`config.mk`:
```
export PLATFORM = sky130hd
export DESIGN_NAME = shift8_sequencer
export DESIGN_NICKNAME = d
export VERILOG_FILES = /design/src/rtl/shift8_sequencer.sv
export SDC_FILE = /design/constraint.sdc
export NUM_CORES = 1
export LEC_CHECK = 0
export CAP_MARGIN = 15
export CORE_AREA = 2 2 47 57
export CTS_BUF_LIST = sky130_fd_sc_hd__clkbuf_4 sky130_fd_sc_hd__clkbuf_8
export CTS_CLUSTER_DIAMETER = 40
export CTS_CLUSTER_SIZE = 24
export DETAILED_ROUTE_END_ITERATION = 8
export DIE_AREA = 0 0 49 59
export HOLD_SLACK_MARGIN = 0.1
export PLACE_DENSITY = 0.78
export SLEW_MARGIN = 20
export SYNTH_ARGS = -nofsm -noshare
export SYNTH_HDL_FRONTEND = slang
export SYNTH_SLANG_ARGS = --single-unit
```
`constraint.sdc`:
```
create_clock -name clk -period 1.7 [get_ports clk]
set_input_delay 0.255 -clock clk [delete_from_list [all_inputs] [get_ports clk]]
set_output_delay 0.255 -clock clk [all_outputs]
set_load 0.05 [all_outputs]
```
`src/rtl/shift8_sequencer.sv`:
```
// shift8_sequencer: multi-cycle single-bit shifter with start/abort handshake and registered result
module shift8_sequencer #(
    parameter int WIDTH = 8,
    parameter int AMT_W = 3
) (
    input  logic             clk,
    input  logic             reset,
    input  logic             start,
    input  logic [1:0]       op,
    input  logic [AMT_W-1:0] amt,
    input  logic [WIDTH-1:0] d_in,
    input  logic             abort,
    output logic             ready,
    output logic             busy,
    output logic             done,
    output logic [WIDTH-1:0] q
);
    typedef enum logic [1:0] {IDLE, SHIFT, DONE} state_t;
    state_t state, state_n;
    logic [WIDTH-1:0] work, work_n, q_n, shifted;
    logic [AMT_W-1:0] count, count_n;
    logic [1:0] op_r, op_n;
    assign ready = state == IDLE;
    assign busy  = state != IDLE;
    assign done  = state == DONE;
    assign shifted = op_r == 2'b00 ? {work[WIDTH-2:0], 1'b0} :
                     op_r == 2'b01 ? {1'b0, work[WIDTH-1:1]} :
                     op_r == 2'b10 ? {work[WIDTH-1], work[WIDTH-1:1]} :
                                     {work[0], work[WIDTH-1:1]};
    always_comb begin
        state_n = state;
        work_n  = work;
        op_n    = op_r;
        count_n = count;
        q_n     = q;
        case (state)
            IDLE: if (start) begin
                work_n  = d_in;
                op_n    = op;
                count_n = amt;
                state_n = amt == '0 ? DONE : SHIFT;
                q_n     = amt == '0 ? d_in : q;
            end
            SHIFT: if (abort) begin
                state_n = IDLE;
            end else begin
                work_n  = shifted;
                count_n = count - AMT_W'(1);
                state_n = count == AMT_W'(1) ? DONE : SHIFT;
                q_n     = count == AMT_W'(1) ? shifted : q;
            end
            default: state_n = IDLE;
        endcase
    end
    always_ff @(posedge clk) begin
        if (reset) begin
            state <= IDLE;
            work  <= '0;
            op_r  <= '0;
            count <= '0;
            q     <= '0;
        end else begin
            state <= state_n;
            work  <= work_n;
            op_r  <= op_n;
            count <= count_n;
            q     <= q_n;
        end
    end
endmodule

```
==> impl_metrics.yaml, run 1 <==
clocking:
  cts_tree: "yes"
  clk_pin_slew_ns: 0.13
  clockBufferDepth: 2
  htreeDepth: 1
  clockRootBuffer: "clkbuf_4"
  clock_latency_ns: 0.31
  cts_buffers: 3
  cts_sinks: 23
power_and_ir_drop:
  switching_share_pct: 31.3
  power_leakage_nw: 0.682
  clkPwrFrac_pct: 21.0
  p_total_w: 0.00122
  power-per-cell-area_mw_per_mm2: 801
  seq_power_share_pct: 50.2
  ir_drop_uv: 651
  p_sw_w: 0.000381
  p_int_w: 0.000835
  p_comb_share_pct: 28.8
floorplanning:
  die_w_um: 49
  dieHeight_um: 59
  rows: 19
  io_pins: 28
  die_area_mm2: 0.00289
  core_mm2: 0.00231
  start_util_pct: 48.3
timing:
  relSlewSlack_pct: 71.5
  whs_ns: 0.492
  slew_violations: 0
  fin_crit_ns: 1.55
  rsz0062_at_grt: "no"
  fin_crit_sh_pct: 90.9
  tns_ns: 0
  max_freq_mhz: 647
  worst_pin_slew_ns: 0.427
  finalHoldViolCount: 0
  worst_clock_skew_ns: 0.00303
  setup_violations: 0
critical_path:
  reg2reg_slack_ns: 0.15
  cp_max_fo: 8
  crit_arrival_ns: 1.78
  cp.required_ns: 1.93
  start_kind: "flop"
  r2r_cells: 5
  reg2reg_from: "state[0]"
  endpoint_kind: "flop"
  critical_path_class: "reg -> reg"
  worstReg2RegEnd: "q[0]"
placed_design:
  dpl_cell_area_mm2: 0.00149
  gp_congestion: 0.752
  io_buffers: 27
  dpl.hpwl_um: 2160
synth:
  synthCells: 124
  ys_types: 30
  ys_ff_latch: 23
  syn_area_per_cell_um2: 8.99
  postSynthNetCount: 143
  synth_area_mm2: 0.00111
  synth_edf_count: 0
  synth_flop_cell: "dfxtp_1"
  seq_area_frac_synth_pct: 41.3
  async_flop_share_pct: 0
  yosysWarnings: 0
min_path:
  worstHoldEndpoint: "count[1]"
  worstHoldStart: "count[1]"
  holdCritPathClass: "reg -> reg"
  min_path_cells: 2
global_routing:
  grt_overflow: 0
  grt_max_degree: 18
  grt_pass1_wl_um: 4550
  grt_usage_pct: 20.6
  first_global_vias: 1033
  antenna_found_initial: 0
drt:
  viasPerCell: 5.36
  drc: 0
  num_vias: 1024
  routed_wl_um: 2750
  first_pass_iters: 4
  wire_per_inst_um: 14.4
  drt_iter0_drc: 17
  detail-route-antenna-nets: 0
layout:
  syn2layout_area_growth_pct: 36.3
  fill_cells: 210
  stdcell_area_mm2: 0.00152
  antenna_cells: 0
  nNetsFinal: 180
  multiInputGateArea_um2: 611
  seqCellArea_um2: 460
  drive_gt1_share_pct: 25.6
job:
  cap_violations: 0
outcome:
  status: "finished clean"
logic make-up after synthesis:
logic type      Yosys count  share of synthesized area [%]
fa+ha+maj                 2                           2.24
buf+inv                  11                           4.49
compound gates           36                           24.5
mux                       8                           7.41
simple gates             44                           20.1
flops                    23                           41.3
layer usage:
layer | GRT usage (%) | part of all wire (%)
met5 | 0 | 0
met4 | 8.16 | 1.7
met3 | 3.03 | 3.3
met2 | 39.9 | 53
met1 | 22.6 | 42
metrics by stage:
stage          utilization, %  std cells  setup slack, ns
5_1_grt                  65.9        191           0.0233
3_5_place_dp             64.5        187           -0.118
4_1_cts                  65.7        191            0.121
2_1_floorplan               -        124            0.202
6_report                 65.9        191            0.155
3_3_place_gp             64.5        187          -0.0872
layout by cell type, fill, tap and decap left out, types with 2 or more instances in the layout:
cell type / instances
nand2_1: 6
a211oi_1: 2
clkdlybuf4s50_1: 16
clkbuf_4: 3
nor2_1: 13
a31o_2: 7
mux2_2: 2
and3_1: 8
a21oi_1: 12
nor2_2: 3
dfxtp_1: 23
buf_4: 19
nand2b_1: 4
o21ai_0: 2
inv_1: 5
nand3_1: 2
ha_1: 2
nor2b_1: 4
buf_12: 3
a22o_1: 7
mux2i_1: 6
registers in the layout, summed over array words and instances (netlist names):
register,flops
state,2
count,3
work,8
q,8
op_r,2
power groups by stage:
| stage | sequential (W) | combinational, W | clock, W |
|---|---|---|---|
| 3_3_place_gp | 0.000619 | 0.000338 | 0 |
| 3_5_place_dp | 0.000622 | 0.000351 | 0 |
| 5_1_grt | 0.000615 | 0.000379 | 0.000274 |
| 4_1_cts | 0.000610 | 0.000352 | 0.000254 |
| 6_report | 0.000610 | 0.000351 | 0.000256 |
| 2_1_floorplan | 0.000636 | 0.000191 | 0 |
worst max path at each step:
stage	to	slack, ns	from
after floorplan	busy	0.20	state[1]
after global placement	q[7]	-0.09	start
after detailed placement	q[4]	-0.12	start
after CTS	q[5]	0.12	state[0]
after global routing	q[0]	0.02	state[0]
final	q[0]	0.15	state[0]
cell type report:
| class | count | share of cell area (%) |
|---|---|---|
| Clock buffer | 3 | 1.48 |
| Clock inverter | 1 | 0.329 |
| Inverter | 5 | 1.24 |
| Multi-Input combinational cell | 90 | 40.2 |
| Sequential cell | 23 | 30.3 |
| Tap cell | 31 | 2.55 |
| Timing Repair Buffer | 38 | 23.9 |
synthesized netlist by cell type, types with 4 or more instances:
| master | n | share of area (%) |
|---|---|---|
| inv_1 | 5 | 1.7 |
| buf_2 | 4 | 1.8 |
| nand2_1 | 6 | 2.0 |
| nor2_1 | 15 | 5.1 |
| nor2b_1 | 4 | 2.2 |
| a21oi_1 | 12 | 5.4 |
| and3_1 | 8 | 4.5 |
| nand2b_1 | 4 | 2.2 |
| dfxtp_1 | 23 | 41 |
| a22o_1 | 7 | 5.5 |
| mux2i_1 | 6 | 5.4 |
| a31o_2 | 7 | 5.5 |
worst max-delay path, stage by stage (launching register included):
cell	delay, ns
dfxtp_1	0.50
nand2b_1	0.24
o32ai_4	0.34
buf_4	0.16
nor2_1	0.03
a211oi_1	0.19
what timing repair did:
action                                  CTS  global route
hold buffers                              0             0
resized for setup                         0             2
endpoints found under the setup margin    0             7
setup buffers                             0             0
No activity file was read; power rests on OpenSTA's default activity.
==> run 2: changes to the inputs <==
- CORE_AREA: 2 2 47 57 -> 2 2 49 60
- DIE_AREA: 0 0 49 59 -> 0 0 51 62
- PLACE_DENSITY: 0.78 -> 0.74
- clock period: 1.7 -> 1.3 ns (I/O delays scaled with it)
==> run 2 against run 1 <==
Effect of this change: the flow now finishes with violations (setup timing); critical path depth rose by 2; final area up 33%; clock power increased by 29%; sequential share of layout area down 6.9 points; largest cell class unchanged.
==> impl_metrics.yaml, run 2 (synthesis gave the netlist of run 1 again) <==
timing:
  rsz0062_at_grt: "yes"
  worst_pin_slew_ns: 0.459
  finalHoldViolCount: 0
  setup_slack_ns: -0.193
  setup_violations: 21
  max_freq_mhz: 670
  worst_clock_skew_ns: 0.00145
  whs_ns: 0.471
  fin_crit_sh_pct: 115
  fin_crit_ns: 1.49
  slew_violations: 0
  tns_ns: -1.93
  relSlewSlack_pct: 69.4
power_and_ir_drop:
  power-per-cell-area_mw_per_mm2: 919
  power_leakage_nw: 0.836
  ir_drop_uv: 939
  p_total_w: 0.00186
critical_path:
  endpoint_kind: "flop"
  cp_max_fo: 3
  critical_path_class: "reg -> reg"
  cp.required_ns: 1.53
  critPathMaxStageDelay_ns: 0.36
  path_cells: "inv_2 > ha_4 > nand2b_4 > o32ai_4 > buf_4 > nor2_1 > a211oi_1"
  cp_top_family: "compound AO/OA/AOI/OAI gates"
  cpMaxStageDelayCell: "o32ai_4"
  crit_arrival_ns: 1.72
  critPathBufInv: 2
  start_kind: "flop"
placed_design:
  pre_cts_ws_ns: -0.523
  dpl.hpwl_um: 2100
  gp_congestion: 0.755
  numPlacedInstances: 197
  io_buffers: 27
floorplanning:
  die_area_mm2: 0.00316
  io_pins: 28
  rows: 21
  die_w_um: 51
  dieHeight_um: 62
  core_mm2: 0.00265
  start_util_pct: 42.0
drt:
  detail-route-antenna-nets: 0
  routed_wl_um: 4010
  first_pass_iters: 4
  num_vias: 1198
  viasPerCell: 5.68
  drt_iter0_drc: 31
  drc: 0
  wire_per_inst_um: 19.0
clocking:
  cts_sinks: 23
  clock_latency_ns: 0.31
  postCtsHoldBufs: 0
  clockBufferDepth: 2
  cts_tree: "yes"
  htreeDepth: 1
  cts_buffers: 3
  clk_pin_slew_ns: 0.12
  clockRootBuffer: "clkbuf_4"
layout:
  multiInputGateArea_um2: 818
  fill_cells: 176
  nNetsFinal: 197
  drive_gt1_share_pct: 50.8
  seqCellArea_um2: 474
  final_cell_mix: "dfxtp_1 (18), buf_4 (16), clkdlybuf4s50_1 (16)"
  layout_commonest_cell: "dfxtp_1"
  syn2layout_area_growth_pct: 81.7
  antenna_cells: 0
  reg_top3: "q: 8 flops, work: 8 flops, count: 3 flops"
  layout.cells.non_filler: 211
global_routing:
  grt_usage_pct: 21.9
  antenna_found_initial: 0
  grt_max_degree: 18
  grt_overflow: 0
  grt_pass1_wl_um: 5110
  first_global_vias: 1125
outcome:
  violations: "setup timing"
  status: "complete, but fails checks"
job:
  cap_violations: 0
min_path:
  holdCritPathClass: "in -> reg"
-- run 2: path summary, 6_finish.rpt --
path	start	end	slack, ns	cells after the start
worst max register to register	count[1]	q[0]	-0.19	7
worst min-delay path	op[1]	op_r[1]	0.47	3
worst min register to register	count[1]	count[1]	0.50	2
worst max-delay path	count[1]	q[0]	-0.19	7
-- run 2: worst register-to-register path: cells and delay by family, from the launching register on --
kind,cells,cell delay [ns]
AO/OA/AOI/OAI,2,0.55
flip-flops,1,0.35
buffers and inverters,2,0.26
adder cells (fa/ha/maj),1,0.14
AND/OR/NAND/NOR,2,0.11
-- run 2: area by class of cell --
class | instances | share of cell area (%)
Clock buffer | 3 | 1.11
Clock inverter | 1 | 0.247
Inverter | 5 | 0.926
Multi-Input combinational cell | 90 | 40.4
Sequential cell | 23 | 23.4
Tap cell | 34 | 2.10
Timing Repair Buffer | 55 | 31.8
-- run 2: metal layers --
| metal | wire [um] | vias up | track usage, % |
|---|---|---|---|
| li1 | - | 556 | - |
| met1 | 1530 | 576 | 23.8 |
| met2 | 2230 | 51 | 43.2 |
| met3 | 131 | 15 | 2.39 |
| met4 | 121 | 0 | 9.27 |
| met5 | 0 | - | 0 |
-- run 2: repair_timing --
item                                    CTS  global route
endpoints found under the setup margin   22            21
cloned                                    0             1
pin swaps                                 7             9
setup buffers                             4             5
resized for setup                        25            37
-- run 2: power breakdown --
part           internal [W]  total, W  switching [W]  leakage, nW
Sequential         0.000756  0.000815      0.0000595        0.191
Clock              0.000115  0.000329       0.000214       0.0177
Combinational      0.000379  0.000716       0.000337        0.627
-- run 2: through the flow --
stage               util, %  area (um2)
floorplan                 -        1140
CTS                    68.2        1810
finish                 76.3        2030
global route           76.3        2030
global placement       63.0        1670
detailed placement     63.0        1670
